## src/rtl/vp_cfg_ctrl_pkg.sv

```systemverilog
// Shared definitions for the VP configuration controller: VP_CR field offsets,
// FSM state encoding, the mode-bit bundle and its reset value.
package vp_cfg_ctrl_pkg;

    localparam int CR_CUT_EN    = 0;
    localparam int CR_FILT_MODE = 1;
    localparam int CR_SCL_EN    = 3;
    localparam int CR_COL_EN    = 4;
    localparam int CR_EDGE_EN   = 5;
    localparam int CR_BIN_EN    = 6;
    localparam int CR_FILL_EN   = 7;
    localparam int CR_FILL_MODE = 8;
    localparam int CR_IMM       = 31;
    localparam int Y_OFS        = 16;

    typedef enum logic [2:0] {
        ST_IDLE,
        ST_CAPTURE,
        ST_CHECK,
        ST_PENDING,
        ST_COMMIT
    } vp_state_e;

    typedef struct packed {
        logic       cut_en;
        logic [1:0] filt_mode;
        logic       scl_en;
        logic       col_en;
        logic       edge_en;
        logic       bin_en;
        logic       fill_en;
        logic [1:0] fill_mode;
    } vp_mode_t;

    localparam vp_mode_t MODE_RST = '{
        cut_en: 1'b1, filt_mode: 2'b01, scl_en: 1'b1, col_en: 1'b0,
        edge_en: 1'b0, bin_en: 1'b0, fill_en: 1'b1, fill_mode: 2'b00
    };

    function automatic vp_mode_t decode_cr(input logic [9:0] cr);
        vp_mode_t m;
        m.cut_en    = cr[CR_CUT_EN];
        m.filt_mode = cr[CR_FILT_MODE +: 2];
        m.scl_en    = cr[CR_SCL_EN];
        m.col_en    = cr[CR_COL_EN];
        m.edge_en   = cr[CR_EDGE_EN];
        m.bin_en    = cr[CR_BIN_EN];
        m.fill_en   = cr[CR_FILL_EN];
        m.fill_mode = cr[CR_FILL_MODE +: 2];
        return m;
    endfunction

endpackage

```

## src/rtl/vp_cfg_ctrl_if.sv

```systemverilog
// Bus-side configuration word set: the update toggle plus the four register
// words it qualifies.
interface vp_cfg_ctrl_if;
    logic        upd_tgl;
    logic [31:0] vp_cr;
    logic [31:0] vp_start;
    logic [31:0] vp_end;
    logic [31:0] vp_scaler;

    modport master (output upd_tgl, vp_cr, vp_start, vp_end, vp_scaler);
    modport slave  (input  upd_tgl, vp_cr, vp_start, vp_end, vp_scaler);
endinterface

```

## src/rtl/vp_cfg_ctrl_check.sv

```systemverilog
// Combinational legality check of a captured geometry set against the input
// frame size.
module vp_cfg_ctrl_check #(
    parameter int H_DISP = 1280,
    parameter int V_DISP = 720,
    parameter int XW     = 11,
    parameter int YW     = 11
) (
    input  logic [XW-1:0] start_x,
    input  logic [XW-1:0] end_x,
    input  logic [XW-1:0] out_x_res,
    input  logic [YW-1:0] start_y,
    input  logic [YW-1:0] end_y,
    input  logic [YW-1:0] out_y_res,
    output logic          legal
);
    localparam logic [XW-1:0] X_LIM = XW'(H_DISP);
    localparam logic [YW-1:0] Y_LIM = YW'(V_DISP);

    assign legal = (start_x < end_x) && (end_x <= X_LIM) &&
                   (start_y < end_y) && (end_y <= Y_LIM) &&
                   (out_x_res < X_LIM) && (out_y_res < Y_LIM);
endmodule

```

## src/rtl/vp_cfg_ctrl.sv

```systemverilog
// Frame-synchronous configuration controller: captures bus word sets on an
// update toggle, range-checks them and commits them to the VP chain at vsync.
module vp_cfg_ctrl
    import vp_cfg_ctrl_pkg::*;
#(
    parameter int H_DISP = 1280,
    parameter int V_DISP = 720,
    parameter int XW     = 11,
    parameter int YW     = 11
) (
    input  logic             clk,
    input  logic             rst_n,
    vp_cfg_ctrl_if.slave     bus,
    input  logic             vi_vs,
    output logic             cfg_cut_en,
    output logic [1:0]       cfg_filt_mode,
    output logic             cfg_scl_en,
    output logic             cfg_col_en,
    output logic             cfg_edge_en,
    output logic             cfg_bin_en,
    output logic             cfg_fill_en,
    output logic [1:0]       cfg_fill_mode,
    output logic [XW-1:0]    start_x,
    output logic [YW-1:0]    start_y,
    output logic [XW-1:0]    end_x,
    output logic [YW-1:0]    end_y,
    output logic [XW-1:0]    out_x_res,
    output logic [YW-1:0]    out_y_res,
    output logic [XW-1:0]    in_x_res,
    output logic [YW-1:0]    in_y_res,
    output logic             cfg_pending,
    output logic             cfg_applied,
    output logic             cfg_err,
    output logic [15:0]      frame_cnt
);
    typedef struct packed {
        logic [XW-1:0] sx;
        logic [XW-1:0] ex;
        logic [XW-1:0] ox;
        logic [YW-1:0] sy;
        logic [YW-1:0] ey;
        logic [YW-1:0] oy;
    } geom_t;

    localparam geom_t GEOM_RST = '{
        sx: '0, ex: XW'(H_DISP), ox: XW'(H_DISP - 1),
        sy: '0, ey: YW'(V_DISP), oy: YW'(V_DISP - 1)
    };

    logic          s1_q, s2_q, s3_q, vs_d_q;
    vp_state_e     state_q, state_d;
    logic          upd_flag_q, upd_flag_d;
    vp_mode_t      cap_mode_q, cap_mode_d, shd_mode_q, shd_mode_d, act_mode_q, act_mode_d;
    geom_t         cap_geom_q, cap_geom_d, shd_geom_q, shd_geom_d, act_geom_q, act_geom_d;
    logic          cap_imm_q, cap_imm_d;
    logic [XW-1:0] in_x_q, in_x_d;
    logic [YW-1:0] in_y_q, in_y_d;
    logic          pending_q, pending_d, applied_q, applied_d, err_q, err_d;
    logic [15:0]   frame_cnt_q, frame_cnt_d;
    logic          upd, vs_rise, legal;
    logic          unused_bits;

    assign upd     = s2_q ^ s3_q;
    assign vs_rise = vi_vs & ~vs_d_q;

    vp_cfg_ctrl_check #(.H_DISP(H_DISP), .V_DISP(V_DISP), .XW(XW), .YW(YW)) u_check (
        .start_x  (cap_geom_q.sx),
        .end_x    (cap_geom_q.ex),
        .out_x_res(cap_geom_q.ox),
        .start_y  (cap_geom_q.sy),
        .end_y    (cap_geom_q.ey),
        .out_y_res(cap_geom_q.oy),
        .legal    (legal)
    );

    always_comb begin
        // NOTE: every _d starts from its _q so no path through the case infers a latch.
        state_d     = state_q;
        upd_flag_d  = upd_flag_q;
        cap_mode_d  = cap_mode_q;
        cap_geom_d  = cap_geom_q;
        cap_imm_d   = cap_imm_q;
        shd_mode_d  = shd_mode_q;
        shd_geom_d  = shd_geom_q;
        act_mode_d  = act_mode_q;
        act_geom_d  = act_geom_q;
        in_x_d      = in_x_q;
        in_y_d      = in_y_q;
        pending_d   = pending_q;
        err_d       = err_q;
        applied_d   = 1'b0;
        frame_cnt_d = frame_cnt_q + 16'(vs_rise);

        unique case (state_q)
            ST_IDLE: begin
                if (upd || upd_flag_q) begin
                    upd_flag_d = 1'b0;
                    state_d    = ST_CAPTURE;
                end
            end
            ST_CAPTURE: begin
                cap_mode_d = decode_cr(bus.vp_cr[9:0]);
                cap_imm_d  = bus.vp_cr[CR_IMM];
                cap_geom_d = '{
                    sx: bus.vp_start[XW-1:0],  ex: bus.vp_end[XW-1:0],  ox: bus.vp_scaler[XW-1:0],
                    sy: bus.vp_start[Y_OFS +: YW], ey: bus.vp_end[Y_OFS +: YW], oy: bus.vp_scaler[Y_OFS +: YW]
                };
                upd_flag_d = upd_flag_q | upd;
                state_d    = ST_CHECK;
            end
            ST_CHECK: begin
                upd_flag_d = upd_flag_q | upd;
                if (!legal) begin
                    // A rejected set leaves any earlier valid shadow waiting for its frame.
                    err_d   = 1'b1;
                    state_d = pending_q ? ST_PENDING : ST_IDLE;
                end else begin
                    shd_mode_d = cap_mode_q;
                    shd_geom_d = cap_geom_q;
                    err_d      = 1'b0;
                    if (cap_imm_q) begin
                        state_d = ST_COMMIT;
                    end else begin
                        pending_d = 1'b1;
                        state_d   = ST_PENDING;
                    end
                end
            end
            ST_PENDING: begin
                if (vs_rise) begin
                    upd_flag_d = upd_flag_q | upd;
                    state_d    = ST_COMMIT;
                end else if (upd || upd_flag_q) begin
                    upd_flag_d = 1'b0;
                    state_d    = ST_CAPTURE;
                end
            end
            ST_COMMIT: begin
                act_mode_d = shd_mode_q;
                act_geom_d = shd_geom_q;
                in_x_d     = shd_geom_q.ex - shd_geom_q.sx - XW'(1);
                in_y_d     = shd_geom_q.ey - shd_geom_q.sy - YW'(1);
                pending_d  = 1'b0;
                err_d      = 1'b0;
                applied_d  = 1'b1;
                upd_flag_d = upd_flag_q | upd;
                state_d    = ST_IDLE;
            end
            default: state_d = ST_IDLE;
        endcase
    end

    always_ff @(posedge clk) begin
        if (!rst_n) begin
            s1_q        <= 1'b0;
            s2_q        <= 1'b0;
            s3_q        <= 1'b0;
            vs_d_q      <= 1'b0;
            state_q     <= ST_IDLE;
            upd_flag_q  <= 1'b0;
            cap_mode_q  <= MODE_RST;
            cap_geom_q  <= GEOM_RST;
            cap_imm_q   <= 1'b0;
            shd_mode_q  <= MODE_RST;
            shd_geom_q  <= GEOM_RST;
            act_mode_q  <= MODE_RST;
            act_geom_q  <= GEOM_RST;
            in_x_q      <= XW'(H_DISP - 1);
            in_y_q      <= YW'(V_DISP - 1);
            pending_q   <= 1'b0;
            applied_q   <= 1'b0;
            err_q       <= 1'b0;
            frame_cnt_q <= '0;
        end else begin
            s1_q        <= bus.upd_tgl;
            s2_q        <= s1_q;
            s3_q        <= s2_q;
            vs_d_q      <= vi_vs;
            state_q     <= state_d;
            upd_flag_q  <= upd_flag_d;
            cap_mode_q  <= cap_mode_d;
            cap_geom_q  <= cap_geom_d;
            cap_imm_q   <= cap_imm_d;
            shd_mode_q  <= shd_mode_d;
            shd_geom_q  <= shd_geom_d;
            act_mode_q  <= act_mode_d;
            act_geom_q  <= act_geom_d;
            in_x_q      <= in_x_d;
            in_y_q      <= in_y_d;
            pending_q   <= pending_d;
            applied_q   <= applied_d;
            err_q       <= err_d;
            frame_cnt_q <= frame_cnt_d;
        end
    end

    assign cfg_cut_en    = act_mode_q.cut_en;
    assign cfg_filt_mode = act_mode_q.filt_mode;
    assign cfg_scl_en    = act_mode_q.scl_en;
    assign cfg_col_en    = act_mode_q.col_en;
    assign cfg_edge_en   = act_mode_q.edge_en;
    assign cfg_bin_en    = act_mode_q.bin_en;
    assign cfg_fill_en   = act_mode_q.fill_en;
    assign cfg_fill_mode = act_mode_q.fill_mode;
    assign start_x       = act_geom_q.sx;
    assign start_y       = act_geom_q.sy;
    assign end_x         = act_geom_q.ex;
    assign end_y         = act_geom_q.ey;
    assign out_x_res     = act_geom_q.ox;
    assign out_y_res     = act_geom_q.oy;
    assign in_x_res      = in_x_q;
    assign in_y_res      = in_y_q;
    assign cfg_pending   = pending_q;
    assign cfg_applied   = applied_q;
    assign cfg_err       = err_q;
    assign frame_cnt     = frame_cnt_q;

    assign unused_bits = ^{bus.vp_cr[30:10],
                           bus.vp_start[Y_OFS-1:XW],  bus.vp_start[31:Y_OFS+YW],
                           bus.vp_end[Y_OFS-1:XW],    bus.vp_end[31:Y_OFS+YW],
                           bus.vp_scaler[Y_OFS-1:XW], bus.vp_scaler[31:Y_OFS+YW]};
endmodule

```

## src/flat_wrapper.sv

```systemverilog
// flat-port wrapper written by rule: the top's interface ports become plain ports
module vp_cfg_ctrl_flat import vp_cfg_ctrl_pkg::*;
#(
    parameter int H_DISP = 1280,
    parameter int V_DISP = 720,
    parameter int XW     = 11,
    parameter int YW     = 11
)
  (clk, rst_n, vi_vs, cfg_cut_en, cfg_filt_mode, cfg_scl_en, cfg_col_en, cfg_edge_en, cfg_bin_en, cfg_fill_en, cfg_fill_mode, start_x, start_y, end_x, end_y, out_x_res, out_y_res, in_x_res, in_y_res, cfg_pending, cfg_applied, cfg_err, frame_cnt, bus_upd_tgl, bus_vp_cr, bus_vp_start, bus_vp_end, bus_vp_scaler);
  vp_cfg_ctrl_if bus_i ();
  input  logic clk;
  input  logic rst_n;
  input  logic vi_vs;
  output logic cfg_cut_en;
  output logic [1:0] cfg_filt_mode;
  output logic cfg_scl_en;
  output logic cfg_col_en;
  output logic cfg_edge_en;
  output logic cfg_bin_en;
  output logic cfg_fill_en;
  output logic [1:0] cfg_fill_mode;
  output logic [XW-1:0] start_x;
  output logic [YW-1:0] start_y;
  output logic [XW-1:0] end_x;
  output logic [YW-1:0] end_y;
  output logic [XW-1:0] out_x_res;
  output logic [YW-1:0] out_y_res;
  output logic [XW-1:0] in_x_res;
  output logic [YW-1:0] in_y_res;
  output logic cfg_pending;
  output logic cfg_applied;
  output logic cfg_err;
  output logic [15:0] frame_cnt;
  input wire logic [$bits(bus_i.upd_tgl)-1:0] bus_upd_tgl;
  input wire logic [$bits(bus_i.vp_cr)-1:0] bus_vp_cr;
  input wire logic [$bits(bus_i.vp_start)-1:0] bus_vp_start;
  input wire logic [$bits(bus_i.vp_end)-1:0] bus_vp_end;
  input wire logic [$bits(bus_i.vp_scaler)-1:0] bus_vp_scaler;
  assign bus_i.upd_tgl = bus_upd_tgl;
  assign bus_i.vp_cr = bus_vp_cr;
  assign bus_i.vp_start = bus_vp_start;
  assign bus_i.vp_end = bus_vp_end;
  assign bus_i.vp_scaler = bus_vp_scaler;
  vp_cfg_ctrl #(.H_DISP(H_DISP), .V_DISP(V_DISP), .XW(XW), .YW(YW)) u_core (.clk(clk), .rst_n(rst_n), .bus(bus_i), .vi_vs(vi_vs), .cfg_cut_en(cfg_cut_en), .cfg_filt_mode(cfg_filt_mode), .cfg_scl_en(cfg_scl_en), .cfg_col_en(cfg_col_en), .cfg_edge_en(cfg_edge_en), .cfg_bin_en(cfg_bin_en), .cfg_fill_en(cfg_fill_en), .cfg_fill_mode(cfg_fill_mode), .start_x(start_x), .start_y(start_y), .end_x(end_x), .end_y(end_y), .out_x_res(out_x_res), .out_y_res(out_y_res), .in_x_res(in_x_res), .in_y_res(in_y_res), .cfg_pending(cfg_pending), .cfg_applied(cfg_applied), .cfg_err(cfg_err), .frame_cnt(frame_cnt));
endmodule
```

## config.mk

```make
export PLATFORM = sky130hd
export DESIGN_NAME = vp_cfg_ctrl_flat
export DESIGN_NICKNAME = d
export VERILOG_FILES = /design/src/rtl/vp_cfg_ctrl_pkg.sv /design/src/rtl/vp_cfg_ctrl_if.sv /design/src/rtl/vp_cfg_ctrl_check.sv /design/src/rtl/vp_cfg_ctrl.sv /design/src/flat_wrapper.sv
export SDC_FILE = /design/constraint.sdc
export NUM_CORES = 1
export LEC_CHECK = 0
export CORE_MARGIN = 2
export CORE_UTILIZATION = 48
export CTS_BUF_LIST = sky130_fd_sc_hd__clkbuf_4
export DETAILED_ROUTE_END_ITERATION = 8
export PLACE_DENSITY = 0.88
export SETUP_SLACK_MARGIN = 0.02
export SYNTH_ARGS = -nofsm -noshare
export SYNTH_HDL_FRONTEND = slang
export SYNTH_SLANG_ARGS = --single-unit
```

## constraint.sdc

```tcl
create_clock -name clk -period 2.4 [get_ports clk]
set_input_delay 0.48 -clock clk [delete_from_list [all_inputs] [get_ports clk]]
set_output_delay 0.48 -clock clk [all_outputs]
set_load 0.02 [all_outputs]
```

==> flow_summary.yaml, run 1 <==
setup_path:
  required_ns: 2.96
  cpLargestDelayFamily: "simple AND/OR/NAND/NOR gates"
  crit_chain: "ha_4 -> nor4_4 -> nand2_1 -> nor4_2 -> o311ai_2 -> nor3_4 -> buf_4 -> buf_4 -> clkbuf_16 -> nor2_1 -> a31o_2"
  crit_path_end_kind: "flop"
  cpMostUsedCell: "buf_4"
  crit_buf_inv: 3
  crit_arrival_ns: 3.03
  critPathLaunchType: "flop"
  crit_type: "reg -> reg"
  cp_max_fo: 8
  slowest_stage: "dfxtp_2"
  slowest_delay_ns: 0.35
global_route:
  grt-ovfl-total: 0
  grt_pass1_vias: 10244
  grt_max_degree: 86
  grt_pass1_wl_um: 50700
  track_usage_pct: 24.4
  antenna_found_initial: 3
yosys:
  yosysUniqueCellTypes: 55
  syn_area_per_cell_um2: 8.44
  syn_nets: 1540
  async_flop_share_pct: 0
  yosys_most_used_dff: "dfxtp_1"
  synth.top_cells.by_area: "dfxtp_1 48%, nand2_1 14%, a21boi_0 6.6%, ha_1 4.6%, nand3_1 3.8%"
  yosys.area.top_type: "dfxtp_1"
  synth-seq-cells: 278
  synth-seq-area-share_pct: 48.4
  synth_common_cells: "421 x nand2_1, 278 x dfxtp_1, 101 x a21boi_0, 87 x nand3_1, 73 x clkbuf_1"
  yosysMostFrequentCell: "nand2_1"
  synthCells: 1364
  synth-edff-count: 0
  synth_top_area_share_pct: 48.4
  syn_area_mm2: 0.0115
  synth_warnings: 0
timing:
  rsz0062_at_grt: "yes"
  whs_ns: 0.368
  setup_ws_ns: -0.0714
  fmax_ghz: 0.405
  skew_ns: 0.0606
  finalSetupTns_ns: -1.38
  tightestPinTransition_ns: 0.561
  fin_crit_sh_pct: 103
  drv_slew: 0
  hold_violations: 0
  timing.final.crit_period_ns: 2.47
  relSlewSlack_pct: 62.6
  setup_viol: 37
layout:
  nFillCells: 1685
  area_growth_pct: 35.5
  final_nets: 1806
  drive_above_1_share_pct: 15.8
  seqCellArea_mm2: 0.00558
  multiInputGateArea_mm2: 0.00560
power:
  report.power.total_mw: 10.1
  total_leakage_power_nw: 6.18
  vdd_drop_max_mv: 0.514
  p_per_area_mw_per_mm2: 647
floorplan:
  rows: 56
  dieHeight_um: 159
  start_util_pct: 49.0
  core_area_mm2: 0.0235
  dieArea_mm2: 0.0252
  die-width_um: 159
  io_pins: 249
run_status:
  status: "finished with violations"
  violations: "setup timing"
clocking:
  clkLatencyLatePin_ns: 0.68
  h-tree-depth: 3
  cts_tree: "built"
  cts_buffers: 73
  clk_pin_slew_ns: 0.07
  max-clock-path-buffers: 3
  cts_root_buffer: "clkbuf_4"
  cts_sinks: 278
place:
  place.gp.congestion: 0.852
  place_hpwl_um: 20500
  pre_cts_slack_ns: -0.0930
  port_buffers: 197
drt:
  first_pass_iters: 6
  vias_per_cell: 5.30
  drt_iter0_drc: 869
  drtAntennaViolNets: 0
  num_vias: 10609
  drcViolationCount: 0
  routed_wirelength_um: 33400
  wl_per_cell_um: 16.7
worst_hold_path:
  hp-class: "in -> reg"
run:
  drv_cap: 0
layer usage:
metal / vias up / wire length, µm / track usage (%)
met5: - / 13 / 0
met1: 4888 / 13500 / 29.4
met2: 501 / 15400 / 39.2
met3: 93 / 3530 / 9.51
li1: 5125 / - / -
met4: 2 / 1010 / 9.26
report_power, final:
group,leakage (nW),switching (mW),internal (mW)
registers,2.25,0.0863,4.72
clock network,0.572,1.92,2.33
logic,3.35,0.522,0.496
per-stage QoR:
step	area [µm²]	util, %	instances
2_1_floorplan	11500	-	1364
6_report	15600	66.4	2003
4_1_cts	15300	65.3	1993
5_1_grt	15600	66.4	2003
3_3_place_gp	14100	60.1	1855
3_5_place_dp	14100	60.1	1855
cells by family (layout without fill, tap and decap cells):
family          Yosys count  after routing  share of synthesized area (%)
flops                   278            278                           48.4
xor+xnor                 29             29                           2.21
compound gates          251            251                           15.4
mux                      26             26                           2.26
other cells               0              2                              0
fa+ha+maj                44             44                           4.92
buf+inv                 132            450                           4.86
simple gates            604            604                           22.0
worst reg2reg max path: cells and delay by family (launching register included):
kind,cells,cell delay (ns)
AOI/OAI and AO/OA,2,0.41
and+or+nand+nor,5,0.95
adders and majority gates,1,0.17
DFF,1,0.35
buffers and inverters,3,0.46
sequential cells by signal, summed over array words and instances (netlist names), 2 cells and up:
signal                count
u_core.cfg_filt_mode      2
u_core.start_x           11
u_core.cap_geom_q        66
u_core.end_x             11
u_core.in_x_res          11
u_core.cfg_fill_mode      2
u_core.start_y           11
u_core.in_y_res          11
u_core.shd_geom_q        66
u_core.frame_cnt         16
u_core.cap_mode_q        10
u_core.out_x_res         11
u_core.out_y_res         11
u_core.shd_mode_q        10
u_core.end_y             11
u_core.state_q            3
layout make-up:
| cell class | instances | area share, % |
|---|---|---|
| Tap cell | 319 | 2.56 |
| Clock buffer | 112 | 5.39 |
| Clock inverter | 15 | 0.738 |
| Antenna cell | 2 | 0.0321 |
| Inverter | 44 | 1.06 |
| Multi-Input combinational cell | 954 | 35.9 |
| Sequential cell | 278 | 35.8 |
| Timing Repair Buffer | 279 | 18.5 |
layout by cell type, fill, tap and decap left out, drive strengths merged, types with 15 or more instances in the layout:
master / instances
o21ai: 53
clkbuf: 117
a31o: 22
and2: 21
ha: 42
buf: 77
dfxtp: 278
a21boi: 101
nor2: 40
clkdlybuf4s50: 196
xnor2: 23
o211ai: 15
nand2: 421
a21oi: 17
nand3: 87
mux2i: 26
inv: 45
timing repair:
action | 4_1_cts | 5_1_grt
resized for setup | 24 | 38
hold buffers | 0 | 0
setup buffers | 7 | 4
gates cloned | 4 | 4
pin swaps | 8 | 11
setup endpoints to repair | 52 | 86
worst paths after layout:
path / from / slack (ns) / cells after the start / to
min reg2reg: u_core.cap_mode_q[1]$_SDFFE_PN0P_ / 0.41 / 2 / u_core.shd_mode_q[1]$_SDFFE_PN0P_
max: u_core.cap_geom_q[65]$_SDFFE_PN0P_ / -0.07 / 11 / u_core.shd_geom_q[13]$_SDFFE_PN0P_
min: bus_vp_end[7] / 0.37 / 3 / u_core.cap_geom_q[51]$_SDFFE_PN0P_
max reg2reg: u_core.cap_geom_q[65]$_SDFFE_PN0P_ / -0.07 / 11 / u_core.shd_geom_q[13]$_SDFFE_PN0P_
No activity file was read; power rests on OpenSTA's default activity.
==> inputs of run 2 (changes only) <==
--- a/config.mk
+++ b/config.mk
@@ -6,7 +6,7 @@
 export NUM_CORES = 1
 export LEC_CHECK = 0
 export CORE_MARGIN = 2
-export CORE_UTILIZATION = 48
+export CORE_UTILIZATION = 50
 export CTS_BUF_LIST = sky130_fd_sc_hd__clkbuf_4
 export DETAILED_ROUTE_END_ITERATION = 8
 export PLACE_DENSITY = 0.88
==> constraint.sdc (replaced) <==
create_clock -name clk -period 2.9 [get_ports clk]
set_input_delay 0.58 -clock clk [delete_from_list [all_inputs] [get_ports clk]]
set_output_delay 0.58 -clock clk [all_outputs]
set_load 0.02 [all_outputs]
==> run 2 against run 1 <==
Fmax is 10% lower. The run now ends clean. Routed wire length is 12% lower. Critical path depth stayed put. Worst setup slack better by 0.23 ns. Power is 19% lower. Final area is 5.9% lower. Clock skew is 0.025 ns lower. Sequential cell count stayed put.
==> flow_summary.yaml, run 2 (synthesis results as in run 1) <==
run_status:
  status: "completed"
power:
  combinationalPowerShare_pct: 8.0
  intPower_mw: 6.17
  p_sw_mw: 1.99
  p_per_area_mw_per_mm2: 556
  report.power.total_mw: 8.16
  clkPwrFrac_pct: 43.2
  pwr-share-seq_pct: 48.8
  swShare_pct: 24.4
  vdd_drop_max_mv: 0.357
  total_leakage_power_nw: 5.76
floorplan:
  start_util_pct: 50.8
  die-width_um: 156
  dieArea_mm2: 0.0242
  io_pins: 249
  rows: 55
  core_area_mm2: 0.0226
  dieHeight_um: 156
setup_path:
  cp-startpoint: "u_core.cap_geom_q[19]$_SDFFE_PN0P_"
  slowest_stage: "dfxtp_1"
  worst-path-stages: 11
  slowest_delay_ns: 0.38
  required_ns: 3.45
  crit_chain: "inv_1 -> ha_1 -> a21oi_1 -> o22ai_1 -> nor4_2 -> o311ai_1 -> nor3_4 -> buf_4 -> buf_6 -> nor2_1 -> a31o_2"
  crit_arrival_ns: 3.30
  critPathLaunchType: "flop"
  crit_buf_inv: 3
  cpLargestDelayFamily: "compound AO/OA/AOI/OAI gates"
  rr_startpoint: "u_core.cap_geom_q[19]$_SDFFE_PN0P_"
  ff2ff_path_depth: 11
  crit_path_end_kind: "flop"
  cp_max_fo: 36
  crit_type: "reg -> reg"
place:
  placedCellCount: 1775
  place.gp.congestion: 0.892
  port_buffers: 197
  pre_cts_slack_ns: 0.228
  dpl-instance-area_mm2: 0.0137
  place_hpwl_um: 19800
layout:
  final_area_mm2: 0.0147
  drive_above_1_share_pct: 9.83
  post-route-util_pct: 64.8
  area_growth_pct: 27.5
  layout_commonest_cell: "nand2_1"
  layout.cells.non_filler: 1906
  final_nets: 1744
  layout_common_cells: "420 x nand2_1, 278 x dfxtp_1, 196 x clkdlybuf4s50_1, 101 x a21boi_0, 101 x clkbuf_4"
drt:
  drcViolationCount: 0
  drt_iter0_drc: 651
  routed_wirelength_um: 29600
  first_pass_iters: 5
  wl_per_cell_um: 15.5
  vias_per_cell: 5.25
  num_vias: 10001
  drtAntennaViolNets: 0
clocking:
  max-clock-path-buffers: 3
  ctsHoldBuffers: 0
  clkLatencyLatePin_ns: 0.67
  cts_buffers: 73
  clk_pin_slew_ns: 0.07
  cts_root_buffer: "clkbuf_4"
  cts_tree: "built"
  cts_sinks: 278
  h-tree-depth: 3
worst_hold_path:
  hp-start: "rst_n"
  hp-class: "in -> reg"
  hold_depth: 2
timing:
  setup_ws_ns: 0.154
  relSlewSlack_pct: 39.5
  hold_violations: 0
  fmax_ghz: 0.364
  whs_ns: 0.364
  rsz0062_at_grt: "no"
  tightestPinTransition_ns: 0.908
  setup_viol: 0
  fin_crit_sh_pct: 94.7
  skew_ns: 0.0354
  timing.final.crit_period_ns: 2.75
  finalSetupTns_ns: 0
  drv_slew: 0
global_route:
  antenna_found_initial: 4
  grt_pass1_vias: 9459
  track_usage_pct: 23.8
  grt_max_degree: 86
  grt-ovfl-total: 0
  grt_pass1_wl_um: 46800
run:
  drv_cap: 0
run 2: worst paths after layout:
check                                             to  slack (ns)
setup / recovery  u_core.shd_geom_q[53]$_SDFFE_PN0P_        0.15
hold / removal    u_core.shd_geom_q[20]$_SDFFE_PN1P_        0.36
setup reg to reg  u_core.shd_geom_q[53]$_SDFFE_PN0P_        0.15
hold reg to reg    u_core.shd_mode_q[0]$_SDFFE_PN0P_        0.46
run 2: timing repair:
item                                    in CTS  in global routing
gates resized for setup                      0                  2
endpoints found under the setup margin       0                  7
buffers inserted                             0                  2
run 2: layout make-up:
type / instances / area [µm²]
Tap cell: 285 / 357
Timing Repair Buffer: 217 / 2210
Sequential cell: 278 / 5570
Antenna cell: 4 / 10.0
Clock inverter: 23 / 195
Inverter: 44 / 165
Fill cell: 1795 / 7970
Multi-Input combinational cell: 954 / 5410
Clock buffer: 101 / 758
run 2: power groups by stage:
stage	registers [mW]	clock network [mW]	logic, mW
5_1_grt	3.99	3.82	0.718
4_1_cts	3.98	3.62	0.638
2_1_floorplan	4.05	0	0.397
6_report	3.98	3.52	0.654
3_5_place_dp	4.06	0	0.634
3_3_place_gp	4.06	0	0.617
run 2: metal layers:
layer | share of wire, % | routed length [µm] | GRT usage (%) | vias to the layer above
met5 | 0.044 | 13 | 0 | -
met4 | 1.6 | 484 | 8.08 | 2
met3 | 9.8 | 2900 | 9.39 | 45
met2 | 44 | 13000 | 36.6 | 374
met1 | 45 | 13200 | 30.6 | 4583
li1 | - | - | - | 4997
